**src/rtl/fpga_reset_conditioner.sv**
```systemverilog
// System reset conditioner: button sync/debounce, POR and software sources, hold-time stretch.
// Async assert on rst_ni; rst_no releases synchronously HOLD_CYCLES after all sources clear.
module fpga_reset_conditioner #(
    parameter int DEBOUNCE_CYCLES = 1000000,
    parameter int HOLD_CYCLES     = 16,
    parameter bit BTN_ACTIVE_HIGH = 1'b1
) (
    input  logic       clk_i,
    input  logic       rst_ni,
    input  logic       button_i,
    input  logic       sw_rst_req_i,
    output logic       rst_no,
    output logic       rst_led_o,
    output logic       btn_pressed_o,
    output logic [1:0] reset_cause_o,
    output logic [7:0] reset_count_o
);

    localparam int DB_W = $clog2(DEBOUNCE_CYCLES + 1);
    localparam int HC_W = $clog2(HOLD_CYCLES + 1);

    localparam logic [1:0] CAUSE_POR = 2'b01;
    localparam logic [1:0] CAUSE_BTN = 2'b10;
    localparam logic [1:0] CAUSE_SW  = 2'b11;

    typedef enum logic {
        ST_HOLD = 1'b0,
        ST_RUN  = 1'b1
    } state_t;

    state_t          state_q, state_d;
    logic            rst_q, rst_d;
    logic [HC_W-1:0] hold_cnt_q, hold_cnt_d;
    logic [DB_W-1:0] db_cnt_q, db_cnt_d;
    logic            btn_db_q, btn_db_d;
    logic            sync1_q, sync2_q;
    logic [1:0]      cause_q, cause_d;
    logic [7:0]      count_q, count_d;
    logic            btn_n;

    assign btn_n = BTN_ACTIVE_HIGH ? button_i : ~button_i;

    always_comb begin
        db_cnt_d   = db_cnt_q;
        btn_db_d   = btn_db_q;
        state_d    = state_q;
        rst_d      = rst_q;
        hold_cnt_d = hold_cnt_q;
        cause_d    = cause_q;
        count_d    = count_q;

        // Any return to the settled level restarts the stability window.
        if (sync2_q == btn_db_q) begin
            db_cnt_d = '0;
        end else if (db_cnt_q == DB_W'(DEBOUNCE_CYCLES - 1)) begin
            btn_db_d = sync2_q;
            db_cnt_d = '0;
        end else begin
            db_cnt_d = db_cnt_q + DB_W'(1);
        end

        case (state_q)
            ST_HOLD: begin
                rst_d = 1'b0;
                if (btn_db_q) begin
                    hold_cnt_d = '0;
                end else if (hold_cnt_q == HC_W'(HOLD_CYCLES - 1)) begin
                    state_d    = ST_RUN;
                    rst_d      = 1'b1;
                    hold_cnt_d = '0;
                end else begin
                    hold_cnt_d = hold_cnt_q + HC_W'(1);
                end
            end
            ST_RUN: begin
                rst_d = 1'b1;
                // Button wins over a coincident software request.
                if (btn_db_q || sw_rst_req_i) begin
                    state_d = ST_HOLD;
                    rst_d   = 1'b0;
                    cause_d = btn_db_q ? CAUSE_BTN : CAUSE_SW;
                    if (count_q != 8'hFF) begin
                        count_d = count_q + 8'd1;
                    end
                end
            end
            default: begin
                state_d = ST_HOLD;
                rst_d   = 1'b0;
            end
        endcase
    end

    always_ff @(posedge clk_i or negedge rst_ni) begin
        if (!rst_ni) begin
            sync1_q    <= 1'b0;
            sync2_q    <= 1'b0;
            db_cnt_q   <= '0;
            btn_db_q   <= 1'b0;
            state_q    <= ST_HOLD;
            rst_q      <= 1'b0;
            hold_cnt_q <= '0;
            cause_q    <= CAUSE_POR;
            count_q    <= 8'd0;
        end else begin
            sync1_q    <= btn_n;
            sync2_q    <= sync1_q;
            db_cnt_q   <= db_cnt_d;
            btn_db_q   <= btn_db_d;
            state_q    <= state_d;
            rst_q      <= rst_d;
            hold_cnt_q <= hold_cnt_d;
            cause_q    <= cause_d;
            count_q    <= count_d;
        end
    end

    assign rst_no        = rst_q;
    assign rst_led_o     = rst_q;
    assign btn_pressed_o = btn_db_q;
    assign reset_cause_o = cause_q;
    assign reset_count_o = count_q;

endmodule

```
**config.mk**
```make
export PLATFORM = sky130hd
export DESIGN_NAME = fpga_reset_conditioner
export DESIGN_NICKNAME = d
export VERILOG_FILES = /design/src/rtl/fpga_reset_conditioner.sv
export SDC_FILE = /design/constraint.sdc
export NUM_CORES = 1
export LEC_CHECK = 0
export ABC_CLOCK_PERIOD_IN_PS = 2300
export BUFFER_PORTS_ARGS = -buffer_cell sky130_fd_sc_hd__buf_2
export CORE_MARGIN = 1.5
export CORE_UTILIZATION = 61
export CTS_BUF_LIST = sky130_fd_sc_hd__clkbuf_2 sky130_fd_sc_hd__clkbuf_4 sky130_fd_sc_hd__clkbuf_8
export CTS_CLUSTER_DIAMETER = 30
export DETAILED_ROUTE_END_ITERATION = 8
export HOLD_SLACK_MARGIN = 0.15
export PLACE_DENSITY = 0.89
export SLEW_MARGIN = 20
export SYNTH_ARGS = -nofsm -noshare
export SYNTH_HDL_FRONTEND = slang
export SYNTH_SLANG_ARGS = --single-unit
```
**constraint.sdc**
```tcl
create_clock -name clk_i -period 2.3 [get_ports clk_i]
set_input_delay 0.46 -clock clk_i [delete_from_list [all_inputs] [get_ports clk_i]]
set_output_delay 0.46 -clock clk_i [all_outputs]
set_load 0.05 [all_outputs]
```
=== Word level (Yosys, flattened, before mapping) ===
Cells that the tools add are included.

* Add/subtract/negate cells: 3
* Equality and inequality tests: 4
* Muxes and demuxes: 9
* Bitwise logic cells: 2
* Reduce and logical (&&, ||, !) cells: 4

{| class="wikitable"
|+ Operators by type and width
! cell !! number
|-
| $mux W20 || 2
|-
| $add A20 B1 Y20 const B || 1
|-
| $eq A20 B20 Y1 const B || 1
|-
| $mux W5 || 2
|-
| $add A8 B1 Y8 const B || 1
|-
| $ne A8 B8 Y1 const B || 1
|-
| $add A5 B1 Y5 const B || 1
|-
| $eq A5 B4 Y1 const B || 1
|-
| $mux W1 || 4
|-
| $reduce_and A2 Y1 || 2
|-
| $reduce_and A3 Y1 || 1
|-
| $not A1 Y1 || 2
|-
| $pmux W1 S2 || 1
|-
| $eq A1 B1 Y1 || 1
|-
| $logic_or A1 B1 Y1 || 1
|}

* Flip-flop bits (word level): 39
* Word-level logic and storage cells: 30

=== Depth between registers and ports, before layout ===
Gate-level depths: netlist (run 1).

* Word-level depth: 4
* Depth in mapped cells: 6

=== Worst setup path before layout (run 1) ===
OpenSTA, ideal clock, no wires.

* Path type: reg-to-reg
* From: reg btn_db_q, in the netlist btn_pressed_o
* To: reg count_q[5], in the netlist reset_count_o[5]
* Arrival: 1.779 ns
* Required time: 2.175 ns
* Path slack: 0.396 ns
* Stages on the path, launching flop included: 6
* Cell sequence: dfrtp_1 > clkbuf_1 > o21ai_0 > nor2_1 > nand3_1 > mux2_2

* Longest elaborated chain between the ends: 2

{| class="wikitable"
|+ Ends and longest elaborated chain
! what !! RTL line !! text
|-
| from (decl) || 35 || <nowiki>logic btn_db_q, btn_db_d;</nowiki>
|-
| from (signal assigned) || 109 || <nowiki>btn_db_q <= btn_db_d;</nowiki>
|-
| $logic_or A1 B1 Y1 || 78 || <nowiki>if (btn_db_q || sw_rst_req_i) begin</nowiki>
|-
| $reduce_and A3 Y1 (no line) || - ||
|-
| to (signal assigned) || 114 || <nowiki>count_q <= count_d;</nowiki>
|-
| to (decl) || 38 || <nowiki>logic [7:0] count_q, count_d;</nowiki>
|}

No other way between the ends.
A chain may end at the register's enable or synchronous reset.

=== Worst setup path after layout (run 1) ===
* From: reg db_cnt_q[0]
* To: reg db_cnt_q[18]

* Longest elaborated chain between the ends: 3
* Elaborated cells on any way between the ends: 4
* Classes of those cells: 1 x add/sub; 1 x eq/ne; 2 x mux

{| class="wikitable"
|+ Ends and longest elaborated chain
! what !! RTL line !! text
|-
| from (decl) || 34 || <nowiki>logic [DB_W-1:0] db_cnt_q, db_cnt_d;</nowiki>
|-
| from (signal assigned) || 108 || <nowiki>db_cnt_q <= db_cnt_d;</nowiki>
|-
| $add A20 B1 Y20 / $eq A20 B20 Y1 (equally long branches) || 59, 55 ||
|-
| $mux W20 (*) || 55 || <nowiki>end else if (db_cnt_q == DB_W'(DEBOUNCE_CYCLES - 1)) begin</nowiki>
|-
| $mux W20 (*) || 53 || <nowiki>if (sync2_q == btn_db_q) begin</nowiki>
|-
| via db_cnt_d[18] || 34 ||
|}

Mark *: on every way through the listed nets, which the timed path passes. The rest lies on a longest branch.

==> metrics.md, run 1 <==
| Metric | Value |
|---|---|
| Antenna violations before repair | `0` |
| GRT Overall Usage | `24.3%` |
| Fin Clk Skew | `0.0130 ns` |
| Die area | `3360 sq um` |
| Routed WL | `3410 um` |
| Post-synth EDFFs | `0` |
| Final Total Pwr | `1.70 mW` |
| Initial drt markers | `79` |
| Max-cap violation count | `0` |
| Worst-margin pin slew | `0.829 ns` |
| Top FF cell, synth | `dfrtp_1` |
| Gr ovfl total | `0` |
| First-pass GRT wire length | `6040 um` |
| Initial Util | `65.6%` |
| CTS root buffer | `clkbuf_4` |
| HP Class | `in -> async` |
| Max IR drop VDD | `0.00101 V` |
| Wire length per cell | `14.3 um` |
| Sequential area share after synthesis | `53.1%` |
| Vias in the first global route | `1346` |
| Area share of the largest cell type after synthesis | `51.7%` |
| Fill count | `191` |
| Number of hold buffers added after cts | `0` |
| CP Launch Type | `flip-flop` |
| CP Max Fanout | `5` |
| TritonRoute pass-1 iters | `4` |
| Pins over their slew limit | `0` |
| Synth cell count leaders | `dfrtp_1 (38), nor2_1 (23), xnor2_1 (14)` |
| Crit path time final | `1.84 ns` |
| # IOs | `17` |
| Worst skew pair latency | `0.35 ns` |
| Clock sink count | `39` |
| Synthesis Warnings | `0` |
| Buffers added on ports | `16` |
| Worst EP required | `2.56 ns` |
| Worst setup EP type | `flip-flop` |
| Pwr dens | `838 nW/um^2` |
| RSZ-0062 raised after global routing | `no` |
| Leak | `0.891 nW` |
| Final setup fails | `0` |
| Most frequent cell after synthesis | `dfrtp_1` |
| Vias after detailed routing | `1451` |
| DRC | `0` |
| Largest net degree at the start of global routing | `40` |
| Arr. time, crit path | `2.10 ns` |
| Outcome | `finished, final reports clean` |
| Die Y | `57.9 um` |
| Reg clk slew, reported paths | `0.11 ns` |
| Post-cts sizing count | `0` |
| Die Wd | `57.9 um` |
| H-tree levels | `2` |
| Final estimated routing congestion in global placement | `0.934` |
| FF+latch area | `977 sq um` |
| Syn_nets | `191` |
| Fin nets | `213` |
| Post-synth ARST share | `100%` |
| Post-Syn Area | `1840 sq um` |
| Mean Syn Cell Area | `10.0 sq um` |
| Synth top area cells | `dfrtp_1 (52%), xnor2_1 (6.7%), nor2_1 (4.7%)` |
| Via/cell ratio | `6.10` |
| Final TNS setup | `0 ns` |
| CTS max path bufs | `2` |
| Post-DRT Antenna Nets | `0` |
| Yosys reg bits | `39` |
| Cell Rows | `19` |
| Layout area overhead | `10.3%` |
| Share of layout cells above drive strength 1 | `18.4%` |
| Multi-input logic area | `816 sq um` |
| Cell count after synthesis | `184` |
| Critical Setup Path Class | `reg -> reg` |
| Inserted Clock Buffers | `5` |
| Cell taking the most area after synthesis | `dfrtp_1` |
| Crit share post-route | `80.1%` |
| # diodes | `0` |
| Yosys cell types | `34` |
| Setup Fix Bufs, Post-CTS | `0` |
| Post-DP HPWL | `2380 um` |
| Max Freq | `543 MHz` |
| Endpoints failing hold | `0` |
| CTS tree | `done` |
| Worst slew margin | `44.7%` |
| Core Area | `2810 sq um` |
## report_power, final
group | switching (mW) | internal, mW
Combinational | 0.325 | 0.146
Clock | 0.205 | 0.143
Sequential | 0.101 | 0.781
## cell usage in the layout (no fill, tap or decap), drive strengths merged, types with 2 or more instances in the layout
cell and instances:
nand2b 2, a21oi 10, nor4 7, and3 4
buf 20, a31oi 3, nor2 23, nand2 9
inv 8, dfrtp 38, xnor2 14, xor2 3
mux2 3, nor3 8, or3 2, nor2b 2
clkbuf 7, ha 3, o21a 3, o21ai 9
nand4 6, nand3 12
## metal layers
metal	GRT usage (%)	up-vias	share of wire, %
met2	36.7	46	49
met4	8.31	0	1.1
met1	32.5	698	44
met5	0	-	0
met3	9.38	6	5.9
li1	-	701	-
## flip-flops by register name, summed over array words and instances, names as in the netlist
| register | count |
|---|---|
| sync1_q | 1 |
| rst_led_o | 1 |
| hold_cnt_q | 5 |
| reset_cause_o | 2 |
| db_cnt_q | 20 |
| reset_count_o | 8 |
| btn_pressed_o | 1 |
| sync2_q | 1 |
## cells by family (layout without fill, tap and decap cells)
group / Yosys count / in the layout / synth area share (%)
and+or+nand+nor: 78 / 78 / 21.7
AOI/OAI and AO/OA: 31 / 31 / 10.4
buffers and inverters: 13 / 36 / 2.86
adders and majority gates: 3 / 3 / 2.04
DFF: 39 / 39 / 53.1
muxes: 3 / 3 / 1.84
xor gates and xnor gates: 17 / 17 / 8.09
## final timing paths
kind | endpoint | depth (start not counted) | slack (ns) | from
max in group asynchronous | db_cnt_q[18] | 1 | 1.57 | rst_ni
setup / recovery | db_cnt_q[18] | 5 | 0.46 | db_cnt_q[0]
hold / removal | hold_cnt_q[3] | 1 | 0.19 | rst_ni
min in group clk_i | sync1_q | 1 | 0.22 | button_i
setup reg to reg | db_cnt_q[18] | 5 | 0.46 | db_cnt_q[0]
hold reg to reg | sync2_q | 0 | 0.37 | sync1_q
## worst max-delay path, stage by stage (launching register included)
cell,delay (ns)
dfrtp_1,0.40
ha_1,0.22
nand3_1,0.20
nor4_1,0.58
nand4_1,0.15
a21oi_1,0.20
## metrics by stage
| stage | area (sq um) | hold slack [ns] | utilization (%) | cells | setup slack (ns) |
|---|---|---|---|---|---|
| after global routing | 2030 | 0.189 | 72.3 | 238 | 0.275 |
| after global placement | 1970 | 0.337 | 70.3 | 230 | 0.628 |
| after floorplan | 1840 | 0.164 | - | 184 | 0.396 |
| after CTS | 2030 | 0.212 | 72.3 | 238 | 0.483 |
| after detailed placement | 1970 | 0.348 | 70.3 | 230 | 0.545 |
| final | 2030 | 0.191 | 72.3 | 238 | 0.457 |
## cell type report
type	count	share of cell area, %
clock inverters	1	0.247
multi-input cells	132	40.2
flip-flops and latches	39	48.2
clock buffers	7	2.59
inverters	8	1.48
repair buffers	20	5.43
well taps	31	1.91
Note: power is estimated with default switching activity, not from simulation.
==> run 2, diff against run 1 <==
- ABC_CLOCK_PERIOD_IN_PS: 2300 -> 1600
- CORE_UTILIZATION: 61 -> 55
- PLACE_DENSITY: 0.89 -> 0.85
- clock period: 2.3 -> 1.6 ns (I/O delays scaled with it)
==> run 2 against run 1 <==
The run now ends with setup timing left. Final cell count is 18% higher. Sequential cell count stayed put. Via count is 16% higher. Non-clock buffer count is 31 higher. Largest power group unchanged. First-iteration DRC count is 84% higher.
==> metrics.md, run 2 (synthesis gave the netlist of run 1 again) <==
| Metric | Value |
|---|---|
| Outcome | `finished with violations` |
| Failing checks | `setup timing` |
| Initial Util | `58.8% (-6.8 points)` |
| Max reg flops | `20 (unchanged)` |
| Worst EP required | `1.87 ns (-0.69 ns)` |
| H-tree levels | `2 (unchanged)` |
| CP peak stage delay | `0.45 ns (-0.13 ns)` |
| Most frequent cells in the layout | `dfrtp_1 (32), buf_4 (27), xnor2_1 (14), nor2_1 (14), buf_2 (14)` |
| RR Startpoint | `db_cnt_q[1]` |
| Layout area overhead | `34.1%` |
| Worst hold stages | `4` |
| Max IR drop VDD | `0.00115 V (+14%)` |
| Max-cap violation count | `0 (unchanged)` |
| Crit share post-route | `113% (+33 points)` |
| CP Max Fanout | `5 (unchanged)` |
| Inserted Clock Buffers | `5 (unchanged)` |
| DP Area | `2130 sq um (+8.1%)` |
| Logic pwr share | `29.7% (+2.0 points)` |
| Wire length per cell | `18.2 um (+27%)` |
| Worst slew margin | `67.4% (+23 points)` |
| Largest net degree at the start of global routing | `40 (unchanged)` |
| Leak | `1.06 nW (+19%)` |
| Hold_sp | `sw_rst_req_i` |
| CTS max path bufs | `2 (unchanged)` |
| # IOs | `17 (unchanged)` |
| Fin Clk Skew | `0.0215 ns (+0.00846 ns)` |
| Fill count | `186 (-2.6%)` |
| NetSw | `0.978 mW (+55%)` |
| Setup slack after layout | `-0.211 ns (-0.668 ns)` |
| Crit path time final | `1.81 ns (-0.0318 ns)` |
| Routed WL | `5140 um (+51%)` |
| Internal power | `1.61 mW (+50%)` |
| Hold_ws | `0.326 ns (+0.135 ns)` |
| Worst hold endpoint | `rst_led_o` |
| Cell Rows | `20 (+1)` |
| GRT Overall Usage | `24.8% (+0.44 points)` |
| HP Class | `in -> reg` |
| Worst setup EP type | `flip-flop` |
| TritonRoute pass-1 iters | `4 (unchanged)` |
| Die Wd | `60.9 um (+5.0%)` |
| Die Y | `60.9 um (+5.0%)` |
| Arr. time, crit path | `2.08 ns (-0.02 ns)` |
| Core Area | `3130 sq um (+12%)` |
| CTS root buffer | `clkbuf_4` |
| Worst-margin pin slew | `0.490 ns (-0.340 ns)` |
| Worst r2r dst | `db_cnt_q[18]` |
| RSZ-0062 raised after global routing | `yes` |
| CP delay by family, top | `simple AND/OR/NAND/NOR gates` |
| Critical Setup Path Class | `reg -> reg` |
| CTS tree | `done` |
| Via/cell ratio | `5.96 (-2.2%)` |
| Clock power frac | `21.5% (+1.1 points)` |
| Pins over their slew limit | `0 (unchanged)` |
| Cell area after layout | `2470 sq um (+22%)` |
| Post-DP HPWL | `2630 um (+10%)` |
| Leading cell type in the layout, fill and taps excluded | `dfrtp_1` |
| Core Util, Final | `78.9% (+6.5 points)` |
| Vias in the first global route | `1488 (+11%)` |
| Gr ovfl total | `0 (unchanged)` |
| FF-to-FF setup slack | `-0.21 ns (-0.67 ns)` |
| Antenna violations before repair | `0 (unchanged)` |
| CP Launch Type | `flip-flop` |
| Endpoints failing hold | `0 (unchanged)` |
| Top reg by flops | `db_cnt_q` |
| R2R depth | `6 (+1)` |
| Pwr dens | `1050 nW/um^2 (+25%)` |
| DRC | `0 (unchanged)` |
| Final estimated routing congestion in global placement | `0.854 (-8.5%)` |
| Share of layout cells above drive strength 1 | `39.9% (+22 points)` |
| Sequential share of power | `48.8% (-3.1 points)` |
| Post-DRT Antenna Nets | `0 (unchanged)` |
| Initial drt markers | `145 (+84%)` |
| CP cell instances | `ha_4 > nand3_1 > nor4_2 > buf_4 > a31o_2 > a21oi_1` |
| Final setup fails | `16 (+16)` |
| Max Freq | `552 MHz (+1.8%)` |
| Reg clk slew, reported paths | `0.13 ns (+0.02 ns)` |
| Worst skew pair latency | `0.36 ns (about the same)` |
| CP bufs+invs | `1 (+1)` |
| Fin nets | `244 (+15%)` |
| Clock sink count | `39 (unchanged)` |
| Vias after detailed routing | `1681 (+16%)` |
| Switch share | `37.8% (+0.68 points)` |
| Buffers added on ports | `16 (unchanged)` |
| CP max-delay cell | `nor4_2` |
| Die area | `3700 sq um (+10%)` |
| First-pass GRT wire length | `6570 um (+8.8%)` |
| # diodes | `0 (unchanged)` |
==> run 2: worst register-to-register path: cells and delay by family, from the launching register on <==
kind / cells / cell delay (ns)
and+or+nand+nor: 2 / 0.75
buffers and inverters: 1 / 0.19
DFF: 1 / 0.43
AOI/OAI and AO/OA: 2 / 0.20
adders and majority gates: 1 / 0.17
==> run 2: timing repair <==
| item | 4_1_cts | 5_1_grt |
|---|---|---|
| hold endpoints to repair | 39 | 0 |
| endpoints found under the setup margin | 21 | 22 |
| resized for setup | 12 | 29 |
| hold buffers | 2 | 0 |
| gates cloned | 2 | 0 |
| buffers inserted | 5 | 4 |
| pin swaps | 9 | 10 |
==> run 2: per-stage QoR <==
stage / power (mW) / setup WS, ns / setup TNS (ns) / instances
2_1_floorplan: 1.80 / -0.0472 / -0.0789 / 184
5_1_grt: 2.71 / -0.270 / -2.00 / 282
4_1_cts: 2.55 / -0.0264 / -0.0889 / 278
3_3_place_gp: 1.95 / 0.0265 / 0 / 261
6_report: 2.59 / -0.211 / -0.994 / 282
3_5_place_dp: 1.99 / -0.0868 / -1.15 / 261
==> run 2: cell type report <==
| class | instances | area [sq um] | area share, % |
|---|---|---|---|
| Multi-Input combinational cell | 132 | 955 | 38.7 |
| Sequential cell | 39 | 985 | 39.9 |
| Clock inverter | 1 | 5.00 | 0.203 |
| Tap cell | 44 | 55.1 | 2.23 |
| Clock buffer | 7 | 58.8 | 2.38 |
| Inverter | 8 | 30.0 | 1.22 |
| Timing Repair Buffer | 51 | 379 | 15.4 |
==> run 2: metal layers <==
layer,GRT usage (%),wire length (um),vias up
met2,42.4,2590,89
met4,10.9,232,0
met5,0,0,-
li1,-,-,758
met1,29.9,1980,812
met3,5.54,337,22
==> run 2: how the worst max path moves through the flow <==
stage                     start          endpoint  cells after the start
floorplan             rst_led_o  reset_count_o[5]                      4
global placement    db_cnt_q[0]     btn_pressed_o                      5
detailed placement  db_cnt_q[0]     btn_pressed_o                      5
CTS                 db_cnt_q[1]      db_cnt_q[18]                      6
global route        db_cnt_q[1]      db_cnt_q[18]                      6
finish              db_cnt_q[1]      db_cnt_q[18]                      6
==> run 2: power groups by stage <==
stage / combinational, mW / sequential [mW] / clock [mW]
after floorplan: 0.313 / 1.49 / 0
after global placement: 0.689 / 1.26 / 0
after detailed placement: 0.714 / 1.27 / 0
after CTS: 0.732 / 1.25 / 0.565
after global routing: 0.830 / 1.28 / 0.601
final: 0.769 / 1.26 / 0.557
